**src/rtl/plab5_mcore_mem_req_arbiter.sv**
```systemverilog
// -----------------------------------------------------------------------------
// plab5_mcore_mem_req_arbiter
//
// Merges one core's icache and dcache memory request streams into a single
// request path toward the memory-to-network adapter. Grants are round-robin
// between the two ports, and the winner is registered in a one-entry output
// buffer. When the next grant would change security domain, the arbiter first
// drains the buffer and then idles for p_switch_gap cycles. This makes the
// timing of a domain switch independent of the data being sent.
//
// Ports
//   clk_i                 clock; all state updates on the rising edge
//   reset_i               asynchronous, active-high reset
//   inst_req_val_i/rdy_o  icache request handshake
//   inst_req_msg_i        icache memory request message
//   inst_domain_i         security domain of the icache request
//   data_req_val_i/rdy_o  dcache request handshake
//   data_req_msg_i        dcache memory request message
//   data_domain_i         security domain of the dcache request
//   out_val_o/out_rdy_i   buffered request handshake toward the adapter
//   out_msg_o             buffered request message
//   out_mode_o            0 = buffered request came from inst, 1 = from data
//   out_domain_o          domain of the buffered request
// -----------------------------------------------------------------------------
module plab5_mcore_mem_req_arbiter #(
    parameter int unsigned p_mem_opaque_nbits = 8,
    parameter int unsigned p_mem_addr_nbits   = 32,
    parameter int unsigned p_mem_data_nbits   = 32,
    parameter int unsigned p_switch_gap       = 2,
    // type(3) + opaque + addr + len + data
    localparam int unsigned c_msg_nbits = 3 + p_mem_opaque_nbits + p_mem_addr_nbits
                                          + $clog2(p_mem_data_nbits / 8) + p_mem_data_nbits
) (
    input  logic                   clk_i,
    input  logic                   reset_i,

    input  logic                   inst_req_val_i,
    output logic                   inst_req_rdy_o,
    input  logic [c_msg_nbits-1:0] inst_req_msg_i,
    input  logic                   inst_domain_i,

    input  logic                   data_req_val_i,
    output logic                   data_req_rdy_o,
    input  logic [c_msg_nbits-1:0] data_req_msg_i,
    input  logic                   data_domain_i,

    output logic                   out_val_o,
    input  logic                   out_rdy_i,
    output logic [c_msg_nbits-1:0] out_msg_o,
    output logic                   out_mode_o,
    output logic                   out_domain_o
);

    localparam int unsigned GapW = (p_switch_gap > 0) ? $clog2(p_switch_gap + 1) : 1;
    localparam logic [GapW-1:0] GapInit = GapW'(p_switch_gap);
    localparam logic [GapW-1:0] GapOne  = GapW'(1);

    typedef enum logic [1:0] {StRun, StDrain, StGap} state_e;

    state_e                 state_q, state_d;
    logic                   full_q, full_d;
    logic [c_msg_nbits-1:0] msg_q, msg_d;
    logic                   mode_q, mode_d;
    logic                   dom_q, dom_d;
    logic                   last_q, last_d;
    logic                   cur_dom_q, cur_dom_d;
    logic [GapW-1:0]        gap_q, gap_d;
    logic                   lock_q, lock_d;
    // Set for the RUN cycle(s) after GAP: the locked port is owed the next grant.
    logic                   lock_act_q, lock_act_d;

    logic deq, space;
    logic cand_vld, cand, cand_dom;
    logic lock_vld, lock_dom;
    logic grant, grant_port, grant_dom;

    always_comb begin
        deq      = full_q && out_rdy_i;
        space    = !full_q || out_rdy_i;

        // With a tie, the port that did not win last time is the candidate.
        cand_vld = inst_req_val_i || data_req_val_i;
        cand     = (inst_req_val_i && data_req_val_i) ? ~last_q : data_req_val_i;
        cand_dom = cand ? data_domain_i : inst_domain_i;

        lock_vld = lock_q ? data_req_val_i : inst_req_val_i;
        lock_dom = lock_q ? data_domain_i  : inst_domain_i;

        state_d    = state_q;
        gap_d      = gap_q;
        lock_d     = lock_q;
        lock_act_d = lock_act_q;
        cur_dom_d  = cur_dom_q;
        last_d     = last_q;
        grant      = 1'b0;
        grant_port = cand;

        unique case (state_q)
            StRun: begin
                if (lock_act_q) begin
                    // Round-robin and domain check are bypassed for the held port.
                    if (lock_vld && space) begin
                        grant      = 1'b1;
                        grant_port = lock_q;
                        lock_act_d = 1'b0;
                    end
                end else if (cand_vld && space) begin
                    if (p_switch_gap == 0 || cand_dom == cur_dom_q) begin
                        grant = 1'b1;
                    end else begin
                        lock_d  = cand;
                        state_d = StDrain;
                    end
                end
            end
            StDrain: begin
                if (!full_q || deq) begin
                    gap_d     = GapInit;
                    cur_dom_d = lock_dom;
                    state_d   = StGap;
                end
            end
            StGap: begin
                gap_d = gap_q - GapOne;
                if (gap_q == GapOne) begin
                    state_d    = StRun;
                    lock_act_d = 1'b1;
                end
            end
            default: state_d = StRun;
        endcase

        grant_dom = grant_port ? data_domain_i : inst_domain_i;
        if (grant) begin
            last_d    = grant_port;
            cur_dom_d = grant_dom;
        end

        full_d = full_q;
        msg_d  = msg_q;
        mode_d = mode_q;
        dom_d  = dom_q;
        if (grant) begin
            // Covers both the empty case and a same-cycle dequeue (overwrite).
            full_d = 1'b1;
            msg_d  = grant_port ? data_req_msg_i : inst_req_msg_i;
            mode_d = grant_port;
            dom_d  = grant_dom;
        end else if (deq) begin
            full_d = 1'b0;
        end

        inst_req_rdy_o = grant && !grant_port && !reset_i;
        data_req_rdy_o = grant &&  grant_port && !reset_i;
    end

    always_ff @(posedge clk_i or posedge reset_i) begin
        if (reset_i) begin
            state_q    <= StRun;
            full_q     <= 1'b0;
            msg_q      <= '0;
            mode_q     <= 1'b0;
            dom_q      <= 1'b0;
            last_q     <= 1'b1;
            cur_dom_q  <= 1'b0;
            gap_q      <= '0;
            lock_q     <= 1'b0;
            lock_act_q <= 1'b0;
        end else begin
            state_q    <= state_d;
            full_q     <= full_d;
            msg_q      <= msg_d;
            mode_q     <= mode_d;
            dom_q      <= dom_d;
            last_q     <= last_d;
            cur_dom_q  <= cur_dom_d;
            gap_q      <= gap_d;
            lock_q     <= lock_d;
            lock_act_q <= lock_act_d;
        end
    end

    assign out_val_o    = full_q;
    assign out_msg_o    = msg_q;
    assign out_mode_o   = mode_q;
    assign out_domain_o = dom_q;

endmodule

```
**config.mk**
```make
export PLATFORM = sky130hd
export DESIGN_NAME = plab5_mcore_mem_req_arbiter
export DESIGN_NICKNAME = d
export VERILOG_FILES = /design/src/rtl/plab5_mcore_mem_req_arbiter.sv
export SDC_FILE = /design/constraint.sdc
export NUM_CORES = 1
export LEC_CHECK = 0
export ABC_AREA = 1
export CORE_AREA = 2 2 118 120
export CTS_BUF_LIST = sky130_fd_sc_hd__clkbuf_8
export DETAILED_ROUTE_END_ITERATION = 8
export DIE_AREA = 0 0 120 122
export DONT_BUFFER_PORTS = 1
export RECOVER_POWER = 50
export SYNTH_ARGS = -nofsm -noshare
export SYNTH_HDL_FRONTEND = slang
export SYNTH_SLANG_ARGS = --single-unit
```
**constraint.sdc**
```tcl
create_clock -name clk_i -period 3.5 [get_ports clk_i]
set_input_delay 0.875 -clock clk_i [delete_from_list [all_inputs] [get_ports clk_i]]
set_output_delay 0.875 -clock clk_i [all_outputs]
set_load 0.005 [all_outputs]
```
Word level (Yosys, flattened, before mapping)
Cells that the tools add are included.
Widths: inputs -> output; s select.
{"block": "totals", "ff_bits": 88}
{"block": "op_classes", "add_sub_neg": 1, "eq_ne": 9, "mux": 30, "n_bitwise": 3, "n_reduce_logical": 25}
{"operator": "$mux 77", "count": 1}
{"operator": "$mux 1", "count": 21}
{"operator": "$mux 2", "count": 5}
{"operator": "$ne 2x2->1 const B", "count": 5}
{"operator": "$reduce_bool 2->1", "count": 5}
{"operator": "$logic_and 1x1->1", "count": 8}
{"operator": "$pmux 2 s3", "count": 1}
{"operator": "$reduce_and 2->1", "count": 3}
{"operator": "$reduce_and 5->1", "count": 1}
{"operator": "$eq 2x1->1 const B", "count": 2}
{"operator": "$pmux 2 s2", "count": 1}
{"operator": "$reduce_and 4->1", "count": 1}
{"operator": "$logic_not 1->1", "count": 3}
{"operator": "$logic_or 1x1->1", "count": 3}
{"operator": "$not 1->1", "count": 3}
{"operator": "$eq 2x2->1 const B", "count": 1}
{"operator": "$logic_not 2->1", "count": 1}
{"operator": "$pmux 1 s2", "count": 1}
{"operator": "$sub 2x1->2 const B", "count": 1}
{"operator": "$eq 1x1->1", "count": 1}

Logic depth before layout (Yosys ltp)
{"block": "depth", "word_depth": 10, "ltp_mapped": 11, "mapped_depth_nobuf": 10}

Worst setup path before layout
No wires, ideal clock.
{"block": "synth_path", "path_kind": "input to output", "from": "input out_rdy_i", "to": "output data_req_rdy_o", "arrival_time_ps": 1840, "path_slack_ps": 785, "path_stages": 9, "path_buffers": 1, "cell_sequence": "inv_1 nand2_2 nand3_1 nor2_1 nand3_1 nand2_2 buf_2 nand2_1 nor2_1"}
{"block": "synth_via", "elab_chain_len": 7}
{"element": "start, declared", "line": "48", "source": "input logic out_rdy_i,"}
{"element": "$logic_or 1x1->1 (*)", "line": "79", "source": "space = !full_q || out_rdy_i;"}
{"element": "$logic_and 1x1->1, on equally long branches", "line": "107, 102"}
{"element": "$mux 1, on equally long branches", "line": "107, 102"}
{"element": "$mux 1", "line": "100", "source": "if (lock_act_q) begin"}
{"element": "$mux 1", "line": "98", "source": "unique case (state_q)"}
{"element": "$logic_and 1x1->1 (*) (2 in series)", "line": "154", "source": "data_req_rdy_o = grant && grant_port && !reset_i;"}
{"element": "end, declared", "line": "43", "source": "output logic data_req_rdy_o,"}
Mark *: on every way between the ends. The rest lies on a longest branch, timed or not.

Final worst setup path
Ends and elaborated chain as after synthesis.

==> reports/qor.csv <==
stage,metric,value,unit
power_and_ir_drop,p_switching,1.99,mW
sta,finalSetupViolCount,0,
routing,post_drt_wl_per_cell,15.4,um
routing,viasPerCell,5.21,
synthesis,yosys.area.top_type,dfrtp_1,
cts,cts_resized,0,
place,dp_slack,694,ps
power_and_ir_drop,p_per_area,863,mW/mm^2
routing,vias,4362,
sta,post-route-min-period,2760,ps
sta,maxSlewViolCount,37,
critical_path,cpPeakStageDelay,280,ps
synthesis,syn_area,0.00474,sq mm
cts,numCtsBuffers,9,
grt,grt_usage,17.6,%
routing,first_pass_iters,5,
routing,drc_errors,0,
cts,clk_pin_slew,110,ps
synthesis,syn_inst,678,
place,place_congestion,0.802,
critical_path,crit_chain,"inv_1, nand2_1, nand3_1, nor2_1, nand3_1, nand2_2, nand2_1, nor2_1",
synthesis,synth_ff_type,dfrtp_1,
synthesis,ys_top_cells_by_area,"dfrtp_1 46%, nand2_1 27%, nand3_1 17%",
critical_path,path_max_fanout,10,
place,place_hpwl,8.89,mm
synthesis,yosysWarningCount,0,
critical_path,path_buf_inv,1,
synthesis,async_reset_ff_share,100,%
grt,grt_first_pass_wirelength,20.5,mm
power_and_ir_drop,leakage,2.80,nW
grt,grt_overflow,0,
critical_path,end_kind,output pin,
final_layout,syn2layout_area_growth,6.07,%
floorplanning,die_h,122,um
synthesis,synth.top_cell.area_share,45.9,%
cts,cts_root_buffer,clkbuf_8,
cts,post_cts_buffers,0,
floorplanning,fp-row-count,43,
floorplanning,pin_count,243,
synthesis,synth_cell_types,21,
run_status,failed_checks,"capacitance limit, slew limit",
grt,grt_pass1_vias,4106,
grt,grt_max_degree,79,
sta,max_freq,362,MHz
cts,clk_latency,370,ps
grt,antenna_found_initial,0,
sta,worst_slew_pin_slew,1770,ps
final_layout,antennaDiodeCount,0,
critical_path,start_kind,input pin,
floorplanning,die-area,0.0146,sq mm
floorplanning,core_area,0.0135,sq mm
sta,setup-tns-final,0,ps
critical_path,arrival,1880,ps
place,postPlaceCellArea,0.00484,sq mm
power_and_ir_drop,comb_power_share,39.6,%
sta,hold_violations,0,
place,numPortBuffers,0,
synthesis,synth_fp_nets,840,
synthesis,synth_edf_count,0,
power_and_ir_drop,power.share.clock,16.3,%
sta,finClkSkew,13.6,ps
worst_hold_path,hold_class,register to register,
run,maxCapViolCount,1,
run_status,status,"complete, but fails checks",
critical_path,crit_required,2620,ps
routing,antenna_left,0,
floorplanning,start_util,35.1,%
synthesis,synth_seq_cells,88,
sta,rsz0062_at_grt,false,
sta,slew_headroom,-18.4,%
power_and_ir_drop,switching_share,45.8,%
power_and_ir_drop,seq_power_share,44.2,%
synthesis,seq_area_frac_synth,46.4,%
final_layout,layout.nets,814,
synthesis,avgSynthCellArea,7.00,sq um
cts,hold_buffers,0,
final_layout,drive_above_1_share,5.78,%
critical_path,cp_top_family,simple AND/OR/NAND/NOR gates,
routing,drt-initial-drc-count,183,
routing,wl,12.9,mm
sta,hold_slack,478,ps
sta,period_share,78.8,%
critical_path,path_class,input pin to output pin,
place,dp.cells,821,
sta,setup_ws,740,ps
final_layout,postLayoutCellArea,0.00503,sq mm
cts,h-tree-depth,3,
cts,cts.sinks,88,
floorplanning,die_w,120,um
final_layout,layoutNonFillerInstCount,837,
power_and_ir_drop,p_int,2.35,mW
cts,cts_tree,done,
cts,clockBufferDepth,2,
power_and_ir_drop,vdd_drop_max,297,uV
critical_path,slowest_stage,nand2_1,
-- layout make-up --
cell class | count | area, sq um
inverter | 14 | 53.8
sequential | 88 | 2200
tap | 180 | 225
fill | 1410 | 8470
timing repair buffer | 11 | 108
multi-input combinational | 528 | 2250
clock inverter | 7 | 71.3
clock buffer | 9 | 124
-- metal layers --
| metal | wire (um) | vias to the layer above | GRT usage [%] | share of wire, % |
|---|---|---|---|---|
| li1 | - | 2116 | - | - |
| met1 | 5260 | 2049 | 21.3 | 41 |
| met2 | 6450 | 178 | 30.4 | 50 |
| met3 | 946 | 19 | 3.65 | 7.3 |
| met4 | 263 | 0 | 7.65 | 2.0 |
| met5 | 0 | - | 0 | 0 |
-- worst register-to-register path: cells and delay by family (launching register included) --
family / cells / cell delay [ps]
AND/OR/NAND/NOR: 7 / 920
buffers and inverters: 3 / 980
flip-flops: 1 / 420
-- layout by cell type (no fill, tap or decap), types with 2 or more instances in the layout --
cell type / n
nand2_1: 342
nand3_1: 162
dfrtp_1: 87
inv_1: 10
clkbuf_8: 9
buf_4: 9
nor2_1: 7
o21ai_0: 5
inv_6: 4
inv_2: 3
nand2_2: 3
nand4_1: 3
buf_12: 2
-- sequential cells by signal, indices dropped and copies added, names as in the netlist --
name and count:
gap_q 2, state_q 2, out_val_o 1, lock_act_q 1, last_q 1, out_msg_o 77
out_domain_o 1, out_mode_o 1, lock_q 1, cur_dom_q 1
-- power groups by stage --
stage / Clock [mW] / Combinational (mW) / Sequential (mW)
after floorplan: 0 / 1.43 / 1.80
after global placement: 0 / 1.68 / 1.94
after detailed placement: 0 / 1.76 / 1.94
after CTS: 0.748 / 1.76 / 1.92
after global routing: 0.783 / 2.02 / 1.97
final: 0.706 / 1.72 / 1.92
-- final timing paths --
| path | slack, ps | endpoint | cells after the start | start |
|---|---|---|---|---|
| worst max register to register | 1070 | out_msg_o[18]$_DFFE_PP0P_ | 10 | out_val_o$_DFFE_PP0P_ |
| min in group asynchronous | 800 | out_msg_o[62]$_DFFE_PP0P_ | 1 | reset_i |
| worst max-delay path | 740 | data_req_rdy_o | 8 | out_rdy_i |
| max in group asynchronous | 1720 | last_q$_DFFE_PP1P_ | 2 | reset_i |
| worst min register to register | 480 | last_q$_DFFE_PP1P_ | 2 | last_q$_DFFE_PP1P_ |
| worst min-delay path | 480 | last_q$_DFFE_PP1P_ | 2 | last_q$_DFFE_PP1P_ |
-- synth_stat cells, types with 4 or more instances --
| cell | instances |
|---|---|
| buf_4 | 8 |
| buf_2 | 24 |
| dfrtp_1 | 87 |
| nand2_2 | 4 |
| nor2_1 | 7 |
| clkbuf_1 | 6 |
| inv_1 | 11 |
| nand3_1 | 162 |
| nand2_1 | 341 |
| o21ai_0 | 5 |
| buf_1 | 9 |
-- per-stage QoR --
| step | util, % | power, mW |
|---|---|---|
| 6_report | 37.3 | 4.34 |
| 5_1_grt | 37.3 | 4.77 |
| 4_1_cts | 37.3 | 4.43 |
| 3_5_place_dp | 35.8 | 3.70 |
| 3_3_place_gp | 35.8 | 3.62 |
| 2_1_floorplan | - | 3.22 |
-- cell families after synthesis --
kind of cell	synth area share [%]
buffers and inverters	6.33
AOI/OAI and AO/OA	0.818
adders and majority gates	0.264
DFF	46.4
and+or+nand+nor	46.1
Note: power is estimated with default switching activity, not from simulation.
